==> src/rtl/gf233_pkg.sv <==
// gf233_pkg: shared GF(2^233) field constants and reducer FSM states
package gf233_pkg;
    localparam int GF_N = 233;
    localparam int GF_K = 74;
    localparam int GF_W = 2*GF_N-1;
    typedef enum logic [1:0] {IDLE, FOLD1, FOLD2, OUT} state_t;
endpackage

==> src/rtl/gf233_fold.sv <==
// gf233_fold: one trinomial fold step, low ^ H ^ (H << K) with H the upper half
module gf233_fold
    import gf233_pkg::*;
#(
    parameter int N = GF_N,
    parameter int K = GF_K
) (
    input  logic [2*N-2:0] a,
    output logic [2*N-2:0] y
);
    logic [2*N-2:0] h;
    assign h = {{N{1'b0}}, a[2*N-2:N]};
    assign y = {{(N-1){1'b0}}, a[N-1:0]} ^ h ^ (h << K);
endmodule

==> src/rtl/gf233_reduce.sv <==
// gf233_reduce: reduces a 2N-1 bit GF(2) product modulo x^N + x^K + 1 in two fold cycles
module gf233_reduce
    import gf233_pkg::*;
#(
    parameter int N = GF_N,
    parameter int K = GF_K
) (
    input  logic           clk,
    input  logic           rst_n,
    input  logic [2*N-2:0] c_in,
    input  logic           in_valid,
    output logic           in_ready,
    output logic [N-1:0]   r_out,
    output logic           out_valid,
    input  logic           out_ready
);
    state_t         state, state_nx;
    logic [2*N-2:0] acc, acc_nx, fold_acc;

    gf233_fold #(.N(N), .K(K)) u_fold (.a(acc), .y(fold_acc));

    // next state and accumulator: load in IDLE, fold in FOLD1/FOLD2, hold in OUT
    always_comb begin
        state_nx = state;
        acc_nx   = (state == FOLD1 || state == FOLD2) ? fold_acc :
                   (state == IDLE && in_valid)        ? c_in : acc;
        case (state)
            IDLE:    state_nx = in_valid ? FOLD1 : IDLE;
            FOLD1:   state_nx = FOLD2;
            FOLD2:   state_nx = OUT;
            default: state_nx = out_ready ? IDLE : OUT;
        endcase
    end

    // state and accumulator registers
    always_ff @(posedge clk or negedge rst_n) begin
        if (!rst_n) begin
            state <= IDLE;
            acc   <= '0;
        end else begin
            state <= state_nx;
            acc   <= acc_nx;
        end
    end

    assign in_ready  = (state == IDLE);
    assign out_valid = (state == OUT);
    assign r_out     = acc[N-1:0];
endmodule
==> config.mk <==
export PLATFORM = sky130hd
export DESIGN_NAME = gf233_reduce
export DESIGN_NICKNAME = d
export VERILOG_FILES = /design/src/rtl/gf233_pkg.sv /design/src/rtl/gf233_fold.sv /design/src/rtl/gf233_reduce.sv
export SDC_FILE = /design/constraint.sdc
export NUM_CORES = 1
export LEC_CHECK = 0
export BUFFER_PORTS_ARGS = -buffer_cell sky130_fd_sc_hd__buf_2
export CAP_MARGIN = 20
export CORE_AREA = 2 2 276 278
export CTS_BUF_LIST = sky130_fd_sc_hd__clkbuf_2 sky130_fd_sc_hd__clkbuf_4 sky130_fd_sc_hd__clkbuf_8
export CTS_CLUSTER_DIAMETER = 100
export DETAILED_ROUTE_END_ITERATION = 7
export DIE_AREA = 0 0 278 280
export GPL_TIMING_DRIVEN = 1
export PLACE_DENSITY_LB_ADDON = 0.3
export REMOVE_ABC_BUFFERS = 1
export SYNTH_ARGS = -nofsm -noshare
export SYNTH_HDL_FRONTEND = slang
export SYNTH_SLANG_ARGS = --single-unit
export TNS_END_PERCENT = 50
==> constraint.sdc <==
create_clock -name clk -period 3.48 [get_ports clk]
set_input_delay 0.696 -clock clk [delete_from_list [all_inputs] [get_ports clk]]
set_output_delay 0.696 -clock clk [all_outputs]
set_load 0.02 [all_outputs]
After elaboration in Yosys (flattened, before gate mapping)
Cells that the tools add are included.
{"block": "word_totals", "regBits": 467, "output_inout_bits": 235, "word_cells": 16, "latchBits": 0, "ram_bits": 0, "inputBits": 469, "mem_count": 0, "rom_bits": 0}
{"block": "classes", "n_lt_le_gt_ge": 0, "mul": 0, "eq_ne": 3, "shift": 0, "n_bitwise": 2, "n_div": 0, "reduce_logical": 4, "muxes": 5, "addsub": 0}
{"cell": "$mux W465", "count": 2}
{"cell": "$xor A465 B306 Y465", "count": 1}
{"cell": "$xor A233 B232 Y233", "count": 1}
{"cell": "$pmux W2 S3", "count": 1}
{"cell": "$eq A2 B2 Y1 const B", "count": 2}
{"cell": "$eq A2 B1 Y1 const B", "count": 1}
{"cell": "$logic_not A2 Y1", "count": 1}
{"cell": "$mux W2", "count": 1}
{"cell": "$reduce_bool A2 Y1", "count": 1}
{"cell": "$logic_and A1 B1 Y1", "count": 1}
{"cell": "$logic_or A1 B1 Y1", "count": 1}
{"cell": "$mux W1", "count": 1}

Logic depth before layout (Yosys ltp)
{"block": "logic_depth", "word_depth": 4, "ltp_mapped": 9, "ltp_nobuf": 5}

By module
From an unflattened synthesis, not the netlist that was laid out.
{"block": "unflattened", "cells_unflattened": 3347, "area_unflattened_um2": 36352.4}
{"mod": "gf233_reduce", "seq_area_each_um2": 11686.2, "n_inst": 1, "cells_each": 2881, "area_each_um2": 30194.0}
{"mod": "gf233_fold", "seq_area_each_um2": 0.0, "n_inst": 1, "cells_each": 466, "area_each_um2": 6158.4}

Worst setup path after synthesis
No wires, ideal clock.
{"block": "synth_timing", "kind": "register to register", "start": "register state[0]", "end": "register acc[122]", "setup_time_ps": 125, "t_required_ps": 3355, "period_less_slack_ps": 1956, "setup_slack_ps": 1524, "stages_incl_launch_ff": 8, "path_buffers": 2, "arrival_ps": 1831, "path_cell_list": "dfrtp_1 > inv_1 > ha_1 > and2_1 > buf_6 > buf_6 > mux2_1 > mux2_2"}
{"block": "synth_between", "elab_chain_len": 3, "elab_cells_between_ends": 7, "cone_classes": "2 x eq/ne; 1 x mux; 4 x reduce/logical"}
{"item": "start, declared", "line_no": "gf233_reduce.sv:17", "text": "state_t state, state_nx;"}
{"item": "start signal, assigned", "line_no": "gf233_reduce.sv:41", "text": "state <= state_nx;"}
{"item": "$logic_not A2 Y1"}
{"item": "via in_ready", "line_no": "gf233_reduce.sv:12", "text": "output logic in_ready,"}
{"item": "$logic_and A1 B1 Y1", "line_no": "gf233_reduce.sv:26", "text": "(state == IDLE && in_valid) ? c_in : acc;"}
{"item": "$reduce_bool A2 Y1 (no line)"}
{"item": "end signal, assigned", "line_no": "gf233_reduce.sv:42", "text": "acc <= acc_nx;"}
{"item": "end, declared", "line_no": "gf233_reduce.sv:18", "text": "logic [2*N-2:0] acc, acc_nx, fold_acc;"}
The timed path passes the listed nets, and every way through them passes these cells.
A chain may end at the register's enable or synchronous reset.

Worst setup path after layout
{"block": "layout_timing", "start": "register state[0]", "end": "register acc[113]"}
{"block": "layout_between", "elab_chain_len": 3, "elab_cells_between_ends": 7, "cone_classes": "2 x eq/ne; 1 x mux; 4 x reduce/logical"}
{"item": "$eq A2 B1 Y1, or another cell as far along", "line_no": "gf233_reduce.sv:25", "text": "acc_nx = (state == FOLD1 || state == FOLD2) ? fold_acc :"}
{"item": "$logic_or A1 B1 Y1 or $logic_and A1 B1 Y1 (tied branches)", "line_no": "gf233_reduce.sv:25, gf233_reduce.sv:26"}
{"item": "$mux W465 or $reduce_bool A2 Y1 (tied branches)"}
Several ways; a longest one is shown, not always the timed one.

==> results.cfg <==
[worst_setup_path]
worstSetupPathDepth = 6
required_ns = 4.00
critPathMaxFanout = 26
slowest_delay_ns = 0.49
cp_data_arrival_time_ns = 2.87
critPathBufInv = 2
crit_family = multiplexers
start_kind = flop
critPathKind = reg -> reg
reg2reg_from = state[0]$_DFF_PN0_
crit_path_end_kind = flop
cp_slowest_cell = and2_4
reg2reg_depth = 6
path_cells = inv_1 > ha_4 > and2_4 > buf_4 > mux2_1 > mux2_2
crit_start = state[0]$_DFF_PN0_

[floorplanning]
dieArea_um2 = 77840
io_pins = 704
start_util_pct = 34.29
coreArea_um2 = 75190
die_w_um = 278
rows = 101
fp.dieH_um = 280

[place]
placedCellCount = 3931
placed_area_um2 = 28860
placement.io_buffers = 703
gp_routability_congestion = 0.8731
dp_hpwl_um = 57350
place_ws_ns = 1.023

[timing]
fin_crit_ns = 2.350
fin_ws_ns = 1.130
setup_viol = 0
setup_tns_ns = 0
slew_violations = 0
fmax_ghz = 0.4255
skew_ns = 0.05686
relSlewSlack_pct = 47.83
rsz0062_at_grt = no
finalHoldViolCount = 0
final.period_utilization_pct = 67.53
hold_slack_ns = 0.2511
worst_pin_slew_ns = 0.7825

[global_route]
grt_pass1_wl_um = 122600
groute.usage.overall_pct = 20.06
grt_overflow = 0
grt_antenna_before_repair = 11
grt_pass1_vias = 20320
grt_max_degree = 150

[synthesis]
synthArstFlopShare_pct = 100.0
synth_area_um2 = 25790
ys_warn_count = 0
syn_avg_cell_area_um2 = 9.956
synthFlopType = dfrtp_1
synth-seq-area-share_pct = 45.32
yosysTopAreaCellShare_pct = 45.32
synthTopCellsByCount = dfrtp_1, nand2_1, xnor2_1
yosys-top-cells-area = dfrtp_1, xnor2_1, buf_4
yosysUniqueCellTypes = 21
synth_top_area_cell = dfrtp_1
synth-edff-count = 0
yosys_register_bits = 467
synthMostInstantiatedCell = dfrtp_1
synthCells = 2590

[detailed_routing]
drt-vias-per-instance = 4.904
drc = 0
avgRoutedWirePerCell_um = 19.55
ant_nets = 0
dr.pass1.iters = 7
dr_total_vias = 20130
drt_iter0_drc = 1036
wl_um = 80250

[layout]
area_growth_pct = 20.01
nets = 3518
drive_above_1_share_pct = 32.90
design_area_um2 = 30940
n_fill_cell = 7481
layoutNonFillerInstCount = 4104

[clock_network]
clockBufferDepth = 3
cts.clk_slew.worst_paths_ns = 0.06
ctsResizeCount = 0
cts_tree = yes
ctsRootBufferMaster = clkbuf_8
clock_sinks = 467
cts-buffers-inserted = 90
h-tree-depth = 3
postCtsSetupRepairBufs = 0
clk_latency_ns = 0.68

[run]
drv_cap = 0

[min_path]
min_from = c_in[462]
worstHoldPathType = in -> reg
min_delay_path_depth = 3

[power_and_ir_drop]
pwr-share-seq_pct = 30.5
p_int_mw = 19.77
irDropWorstVdd_mv = 0.4822
p_clk_share_pct = 17.8
p_sw_mw = 14.95
swShare_pct = 43.07
pwr-share-comb_pct = 51.7
power_density_nw_per_um2 = 1122
p_leak_nw = 14.10

[run_status]
status = complete, no violations
state kept, by name, summed over array words and instances (netlist names):
signal	cells
state	2
acc	465
repair_timing:
item | in CTS | in global routing
hold buffers | 1 | 0
endpoints found under the setup margin | 0 | 0
hold endpoints to repair | 9 | 0
through the flow:
step,power (mW),utilization (%)
after global routing,37.29,41.15
after global placement,28.49,38.38
final,34.72,41.15
after detailed placement,28.72,38.38
after floorplan,18.13,-
after CTS,35.07,41.13
placed cells by master (no fill, tap or decap), types with 2 or more instances in the layout:
master      count
clkbuf_8      114
diode_2         7
clkinv_2        9
and3_1        149
mux2_1         83
nand2_1       391
clkinvlp_4      2
mux2i_1        73
inv_1           2
inv_8           3
buf_12         26
clkbuf_4       30
xor2_1         74
dfrtp_1       467
bufinv_16       4
buf_4          45
o21ai_0        73
buf_2         701
inv_12          2
a21oi_1       310
ha_1            2
xnor2_1       317
a211oi_1      149
mux2_2         85
kinds of logic after synthesis:
kind of cell,count (synthesis),share of synthesized area (%)
and+or+nand+nor,544,9.379
AOI/OAI and AO/OA,532,11.77
DFF,467,45.32
buffers and inverters,412,9.933
xor gates and xnor gates,391,13.28
muxes,241,10.17
adders and majority gates,3,0.1456
area by class of cell:
cell class	count	area (µm²)	area share [%]
Antenna cell	7	17.52	0.05661
Clock buffer	144	1794	5.798
Clock inverter	21	262.8	0.8491
Inverter	2	7.507	0.02426
Multi-Input combinational cell	1711	11560	37.36
Sequential cell	467	11690	37.76
Tap cell	978	1224	3.954
Timing Repair Buffer	774	4392	14.19
power by group through the flow:
stage / registers [mW] / clock network [mW] / logic, mW
final: 10.6 / 6.17 / 17.9
after global routing: 11.0 / 6.58 / 19.7
after CTS: 10.6 / 6.34 / 18.1
after detailed placement: 10.7 / 0 / 18.0
after global placement: 10.7 / 0 / 17.8
after floorplan: 10.7 / 0 / 7.42
layer usage:
layer | share of wire [%] | up-vias | GRT usage [%]
li1 | - | 9527 | -
met1 | 43 | 9858 | 26.31
met2 | 49 | 576 | 33.23
met3 | 4.7 | 158 | 3.614
met4 | 3.2 | 8 | 7.124
met5 | 0.069 | - | 0
final timing paths:
path                                             end  slack (ns)
worst min-delay path            acc[462]$_DFFE_PN0P_        0.25
min in group asynchronous         acc[2]$_DFFE_PN0P_        0.66
worst min register to register  acc[276]$_DFFE_PN0P_        0.51
worst max-delay path            acc[113]$_DFFE_PN0P_        1.13
worst max register to register  acc[113]$_DFFE_PN0P_        1.13
max in group asynchronous        acc[20]$_DFFE_PN0P_        1.89
tightest hold or removal path, delay by kind of cell:
family	cells	cell delay, ns
AOI/OAI and AO/OA	1	0.05
buffers and inverters	1	0.09
and+or+nand+nor	1	0.05
Note: power is estimated with default switching activity, not from simulation.
